$ cat config.mk
export PLATFORM = sky130hd
export DESIGN_NAME = sensor_request_conditioner
export DESIGN_NICKNAME = d
export VERILOG_FILES = /design/src/rtl/sensor_request_conditioner.sv
export SDC_FILE = /design/constraint.sdc
export NUM_CORES = 1
export LEC_CHECK = 0
export BUFFER_PORTS_ARGS = -buffer_cell sky130_fd_sc_hd__buf_2
export CAP_MARGIN = 25
export CELL_PAD_IN_SITES_DETAIL_PLACEMENT = 1
export CELL_PAD_IN_SITES_GLOBAL_PLACEMENT = 1
export CORE_ASPECT_RATIO = 1.25
export CORE_MARGIN = 2
export CORE_UTILIZATION = 45
export DETAILED_ROUTE_END_ITERATION = 7
export PLACE_DENSITY = 0.75
export SLEW_MARGIN = 40
export SYNTH_ARGS = -nofsm -noshare
export SYNTH_HDL_FRONTEND = slang
export SYNTH_SLANG_ARGS = --single-unit
$ cat constraint.sdc
create_clock -name clk -period 2 [get_ports clk]
set_clock_uncertainty 0.15 [all_clocks]
set_input_delay 0.1 -clock clk [delete_from_list [all_inputs] [get_ports clk]]
set_output_delay 0.1 -clock clk [all_outputs]
set_load 0.005 [all_outputs]
$ cat src/rtl/sensor_request_conditioner.sv
// Conditions the five raw vehicle-loop inputs for traffic_light_controller.
// Each lane synchronises, debounces and latches its request until served green, and flags long waits.
module sensor_request_conditioner #(
  parameter int         DEB_CYC  = 3,
  parameter int         MAX_WAIT = 20,
  parameter int         WAIT_W   = 8,
  parameter logic [1:0] GREEN    = 2'd2
) (
  input  logic       clk,
  input  logic       reset,
  input  logic       e_left_raw,
  input  logic       e_str_raw,
  input  logic       w_left_raw,
  input  logic       w_str_raw,
  input  logic       ns_raw,
  input  logic [1:0] e_left_light,
  input  logic [1:0] e_str_light,
  input  logic [1:0] w_left_light,
  input  logic [1:0] w_str_light,
  input  logic [1:0] ns_light,
  output logic       e_left_sensor,
  output logic       e_str_sensor,
  output logic       w_left_sensor,
  output logic       w_str_sensor,
  output logic       ns_sensor,
  output logic [4:0] starve
);

  localparam int                LANES     = 5;
  localparam int                CNT_W     = (DEB_CYC > 1) ? $clog2(DEB_CYC) : 1;
  localparam logic [CNT_W-1:0]  CNT_LAST  = CNT_W'(DEB_CYC - 1);
  localparam logic [WAIT_W-1:0] WAIT_SAT  = '1;
  localparam logic [WAIT_W-1:0] STARVE_AT = WAIT_W'(MAX_WAIT);

  logic [LANES-1:0] rawVec;
  logic [LANES-1:0] greenVec;

  // Lane order everywhere is {ns, w_str, w_left, e_str, e_left}; unknown light codes are not green.
  assign rawVec   = {ns_raw, w_str_raw, w_left_raw, e_str_raw, e_left_raw};
  assign greenVec = {ns_light == GREEN, w_str_light == GREEN, w_left_light == GREEN,
                     e_str_light == GREEN, e_left_light == GREEN};

  logic [LANES-1:0]  sync1_q, sync2_q;
  logic [LANES-1:0]  deb_q, deb_d;
  logic [LANES-1:0]  latch_q, latch_d;
  logic [LANES-1:0]  starve_q, starve_d;
  logic [CNT_W-1:0]  cnt_q  [LANES];
  logic [CNT_W-1:0]  cnt_d  [LANES];
  logic [WAIT_W-1:0] wait_q [LANES];
  logic [WAIT_W-1:0] wait_d [LANES];

  always_comb begin
    deb_d    = deb_q;
    latch_d  = latch_q;
    starve_d = '0;
    for (int i = 0; i < LANES; i++) begin
      cnt_d[i]  = '0;
      wait_d[i] = '0;

      if (sync2_q[i] != deb_q[i]) begin
        if (cnt_q[i] == CNT_LAST) begin
          deb_d[i] = sync2_q[i];
        end else begin
          cnt_d[i] = cnt_q[i] + 1'b1;
        end
      end

      // Green clears the latch even if a new request is accepted in the same cycle.
      if (greenVec[i]) begin
        latch_d[i] = 1'b0;
      end else if (deb_q[i]) begin
        latch_d[i] = 1'b1;
      end

      if (latch_q[i] && !greenVec[i]) begin
        wait_d[i] = (wait_q[i] == WAIT_SAT) ? wait_q[i] : wait_q[i] + 1'b1;
      end

      // Gated by green so the flag drops on the cycle right after service begins.
      starve_d[i] = !greenVec[i] && (wait_q[i] >= STARVE_AT);
    end
  end

  always_ff @(posedge clk) begin
    if (reset) begin
      sync1_q  <= '0;
      sync2_q  <= '0;
      deb_q    <= '0;
      latch_q  <= '0;
      starve_q <= '0;
      cnt_q    <= '{default: '0};
      wait_q   <= '{default: '0};
    end else begin
      sync1_q  <= rawVec;
      sync2_q  <= sync1_q;
      deb_q    <= deb_d;
      latch_q  <= latch_d;
      starve_q <= starve_d;
      cnt_q    <= cnt_d;
      wait_q   <= wait_d;
    end
  end

  assign e_left_sensor = deb_q[0] | latch_q[0];
  assign e_str_sensor  = deb_q[1] | latch_q[1];
  assign w_left_sensor = deb_q[2] | latch_q[2];
  assign w_str_sensor  = deb_q[3] | latch_q[3];
  assign ns_sensor     = deb_q[4] | latch_q[4];
  assign starve        = starve_q;

endmodule

Word level (Yosys, flattened, before mapping). Index checks and enable logic that the tools add are counted.

Register bits after elaboration: 75. Input bits: 17. Output and inout port bits: 10.

$add $sub $neg: 10. $lt $le $gt $ge: 5. Equality and inequality tests: 20. Bitwise logic cells: 15. Reduce and logical (&&, ||, !) cells: 35.

Operator list (number): adder 8 x 1 -> 8 bit, second input constant (5); == test 8 bit, second input constant (5); greater-or-equal comparator 8 x 5 -> 1 bit, second input constant (5); == test 2 bit, second input constant (10); OR reduction 2 bit (10); OR reduction 3 bit (5); adder 2 x 1 -> 2 bit, second input constant (5); logical AND 1 bit (10); inverter 1 bit (10); AND reduction 2 bit (5); logical NOT 1 bit (5); inequality test 1 bit (5); bitwise OR 1 bit (5).

Logic depth before layout (Yosys ltp).
Depth after elaboration: 5. Gate-level depth with buffers: 5. Depth with buffers taken out: 4.

Least setup slack after synthesis. Ideal clock, no wire load.

Kind: register to register. From: register wait_q[0] (netlist name). To: register wait_q[1] (netlist name). Library setup time: 73 ps. Arrival time: 1310 ps. Data required time: 1777 ps. Slack: 467 ps. Stages on the path, launching flop included: 6. Path buffers: 1. Period minus slack after synthesis: 1533 ps. Cell sequence: dfxtp_1 > ha_1 > buf_2 > nand4_2 > or3_1 > a21oi_1.

Word-level cells in the longest chain between the ends: 1. Elaborated cells on any way between the ends: 2. Classes of those cells: add/sub (1); eq/ne (1).

Ends and longest elaborated chain: start, declared (line 49) `logic [WAIT_W-1:0] wait_q [LANES];`; start signal, assigned (line 100) `wait_q <= wait_d;`; adder 8 x 1 -> 8 bit or == test 8 bit (tied branches) (line 76) `wait_d[i] = (wait_q[i] == WAIT_SAT) ? wait_q[i] : wait_q[i] + 1'b1;`.

Several ways; a longest one is shown, not always the timed one. A chain may end at the register's enable or synchronous reset.

Worst setup path in the final report.
From: register wait_q[8] (netlist name). To: register wait_q[13] (netlist name).

Same word-level chain as after synthesis.

==> implementation parameters <==
Parameter                              Value

Placed design
  Input/output buffers ... 26
  Placed cell count ... 469
  Final weighted congestion of routability-driven global placement ... just over 0.8
  Pre-CTS WS ... ~390 ps
  Area after DPL ... roughly 3500 um2
  Sum of net half-perimeters after detailed placement ... roughly 5000 um

Timing
  Period Utilization, post-route ... between 80% and 90%
  Worst relative slew slack ... ~73%
  Fin. max-slew vios ... 0
  Clock period minus final worst setup slack ... around 1600 ps
  Worst Max-Slew Pin Slew ... between 400 and 500 ps
  Setup TNS Final ... 0 ps
  Count of final setup violators ... 0
  Final hold viol count ... 0
  RSZ-0062 raised after global routing ... false
  Fmax ... 614.6 MHz
  Setup ws final ... ~370 ps

Critical path
  Largest incremental delay on the critical path ... between 300 and 400 ps
  Worst setup path class ... flop to flop
  Reg-to-reg critical path startpoint ... wait_q[8]
  Maximum fanout along the worst path ... 6
  Type of element launching the critical path ... flop
  R2R Setup Slk ... approximately 370 ps
  Critical Path Start ... wait_q[8]
  CP Capture Point ... wait_q[13]
  CP cell instances ... ha_1 > nand4_2 > or2_1 > a311oi_2
  Worst endpoint data arrival time ... about 1700 ps
  Critical-path cell with the highest stage delay ... sky130_fd_sc_hd__dfxtp_1
  Critical Path End Type ... flop
  Critical Path RT ... approximately 2100 ps
  Endpoint of the worst-slack reg-to-reg timing path ... wait_q[13]
  Number of cells on the worst reg-to-reg path ... 4

Floorplan
  Placeable core area ... approximately 7000 um2
  Total number of placement rows ... 34
  Chip Width ... ~80 um
  Height of the chip ... 99.59 um
  Die outline area ... about 8000 um2
  Number of ports placed on the die boundary ... 27
  Effective utilization at floorplan ... 46.86%

Drt
  Number of nets still failing antenna checks after routing ... 0
  First-pass DRT Iterations ... 4
  Detail-routed via count per cell ... between 5 and 6
  Number of remaining DRC errors ... 0
  Iter 0 DRT Violations ... 99
  DR vias ... roughly 2800
  Wire length per cell ... 14.28 um
  Final Routed Wirelength ... slightly above 7000 um

Power
  Total power ... around 3 mW
  Power density cells ... around 780 nW/um2
  Max VDD drop ... 511.2 uV
  Leakage dissipation ... approximately 1.4 nW

Yosys
  Proportion of synthesized chip area in sequential cells ... between 40% and 50%
  Area leader, netlist ... sky130_fd_sc_hd__dfxtp_1
  Warnings from Yosys ... 0
  Number of distinct library cells after synthesis ... 38
  Synthesized netlist net count ... just under 400
  Area share of the leading cell type in the synthesized netlist ... roughly 46%
  Dominant synthesized flop cell ... sky130_fd_sc_hd__dfxtp_1
  Number of enable-type register cells in the synthesized netlist ... 0
  Post-synth ARST share ... 0%
  Flip-flop and latch count after synthesis ... 75
  Post-Syn Area ... ~3300 um2
  Largest cells by area after synthesis ... sky130_fd_sc_hd__dfxtp_1 (46%), sky130_fd_sc_hd__ha_1 (5.7%), sky130_fd_sc_hd__nor3_1 (4.4%)
  Mean post-synth cell area ... ~9.1 um2
  Post-Syn Instances ... 361

Final layout
  Most common cell after layout, fill and taps aside ... sky130_fd_sc_hd__dfxtp_1
  Number of cells in the finished layout apart from fillers ... 494
  Layout cells sized above 1 ... ~14%
  Final design instance area without fill ... 3829 um2
  Final layout net count ... 431
  Number of antenna cells inserted ... 0
  Synthesis-to-layout area growth ... 16.39%
  Commonest cells after routing, fill and taps aside ... sky130_fd_sc_hd__dfxtp_1 (75), sky130_fd_sc_hd__nor3_1 (29), sky130_fd_sc_hd__buf_2 (26)

GRT
  Met2 capacity usage during global routing ... 31.86%
  Tot GR Track Use ... between 15 and 20%
  Wire length of the first global-routing pass ... roughly 12000 um
  Met3 usage in global routing ... approximately 3.3%
  Routing layer with the top usage in global route ... met2
  Maximum number of pins on one net before global-route repair ... 21
  Global routing met1 resource utilization ... 24.77%
  Remaining global-route overflow ... 0
  Antenna violations before repair ... 0
  Vias in the first global route ... around 2700

Clock tree
  Clock-pin slew on the worst setup and hold paths ... about 80 ps
  Root buf cell ... sky130_fd_sc_hd__clkbuf_8
  Max Root-Sink Buffers ... 2
  Insertion delay of the later-clocked pin in the worst-skew pair ... between 300 and 400 ps
  Number of clock buffers inserted by TritonCTS ... 9
  Count of instances resized after the clock tree is built ... 0
  Count of buffers added by post-CTS timing repair for setup ... 0
  H-Tree Depth ... 3
  Clk sinks ... 75
  TritonCTS clock tree ... built

Run status
  Status ... finished clean

Min path
  Worst hold path type ... input port to flop

Job
  Max-cap check violation count ... 0
[power breakdown]
part / internal, mW / total, mW / switching [mW] / leakage (nW)
logic: 0.0408 / 0.0746 / 0.0337 / 0.700
clock network: 0.860 / 1.41 / 0.547 / 0.123
registers: 1.50 / 1.51 / 0.00527 / 0.606
total: 2.41 / 2.99 / 0.586 / 1.43
[synth_stat cells, types with 6 or more instances]
cell and count:
sky130_fd_sc_hd__inv_1 17, sky130_fd_sc_hd__nor3_1 29, sky130_fd_sc_hd__nand3_1 16, sky130_fd_sc_hd__and4_1 6, sky130_fd_sc_hd__ha_1 15, sky130_fd_sc_hd__nand2_1 14, sky130_fd_sc_hd__or3_1 7, sky130_fd_sc_hd__a31oi_1 17
sky130_fd_sc_hd__and3_1 16, sky130_fd_sc_hd__a211oi_1 9, sky130_fd_sc_hd__mux2i_1 9, sky130_fd_sc_hd__a21oi_1 23, sky130_fd_sc_hd__nor2b_1 10, sky130_fd_sc_hd__buf_2 7, sky130_fd_sc_hd__dfxtp_1 75, sky130_fd_sc_hd__nor2_1 25
sky130_fd_sc_hd__o21ai_0 10, sky130_fd_sc_hd__nand4_1 10
[flip-flops by register name, summed over array words and instances (netlist names)]
signal	cells
cnt_q	10
deb_q	5
latch_q	5
starve	5
sync1_q	5
sync2_q	5
wait_q	40
[worst min-delay path by stage]
stage | startpoint | endpoint | slack (ps) | depth (start not counted)
floorplan | e_left_raw | sync1_q[0] | 80 | 1
global placement | e_str_raw | sync1_q[1] | 160 | 2
detailed placement | ns_raw | sync1_q[4] | 170 | 2
CTS | w_str_light[0] | latch_q[3] | 2 | 3
global route | w_str_light[0] | latch_q[3] | 30 | 3
finish | w_str_light[0] | latch_q[3] | 8 | 3
[per-stage QoR]
step                      hold slack (ps)  utilization [%]
final                               8.063            54.55
after global routing                31.65            54.55
after CTS                           1.655            54.55
after detailed placement            166.4            49.82
after global placement              155.9            49.82
after floorplan                     78.18                -
[logic make-up (layout without fill, tap and decap cells)]
group | after synthesis | in the layout | share of synthesized area [%]
AOI/OAI and AO/OA | 66 | 66 | 12.63
xor gates and xnor gates | 5 | 5 | 1.331
adders and majority gates | 15 | 15 | 5.706
buffers and inverters | 29 | 72 | 3.918
DFF | 75 | 75 | 45.64
muxes | 9 | 9 | 2.739
and+or+nand+nor | 162 | 162 | 28.03
[final cells by class]
type | instances | area (um2)
Sequential cell | 75 | 1501
Fill cell | 852 | 3191
Clock buffer | 11 | 141.4
Tap cell | 90 | 112.6
Clock inverter | 5 | 100.1
Inverter | 17 | 63.81
Timing Repair Buffer | 39 | 250.2
Multi-Input combinational cell | 257 | 1659
[worst max-delay path: cells and delay by family, from the launching register on]
| kind | cells | cell delay, ps |
|---|---|---|
| fa+ha+maj | 1 | 290 |
| flops | 1 | 380 |
| simple gates | 2 | 460 |
| compound gates | 1 | 260 |
[per-layer routing]
layer | part of all wire [%] | vias to the layer above
met4 | 1.6 | 0
met5 | 0 | -
li1 | - | 1392
met3 | 1.9 | 11
met1 | 47 | 1356
met2 | 49 | 22
[what timing repair did]
action                                  4_1_cts  5_1_grt
endpoints found under the setup margin        0        0
endpoints found under the hold margin        10        0
hold buffers                                  9        0
(Power assumes the default switching activity.)
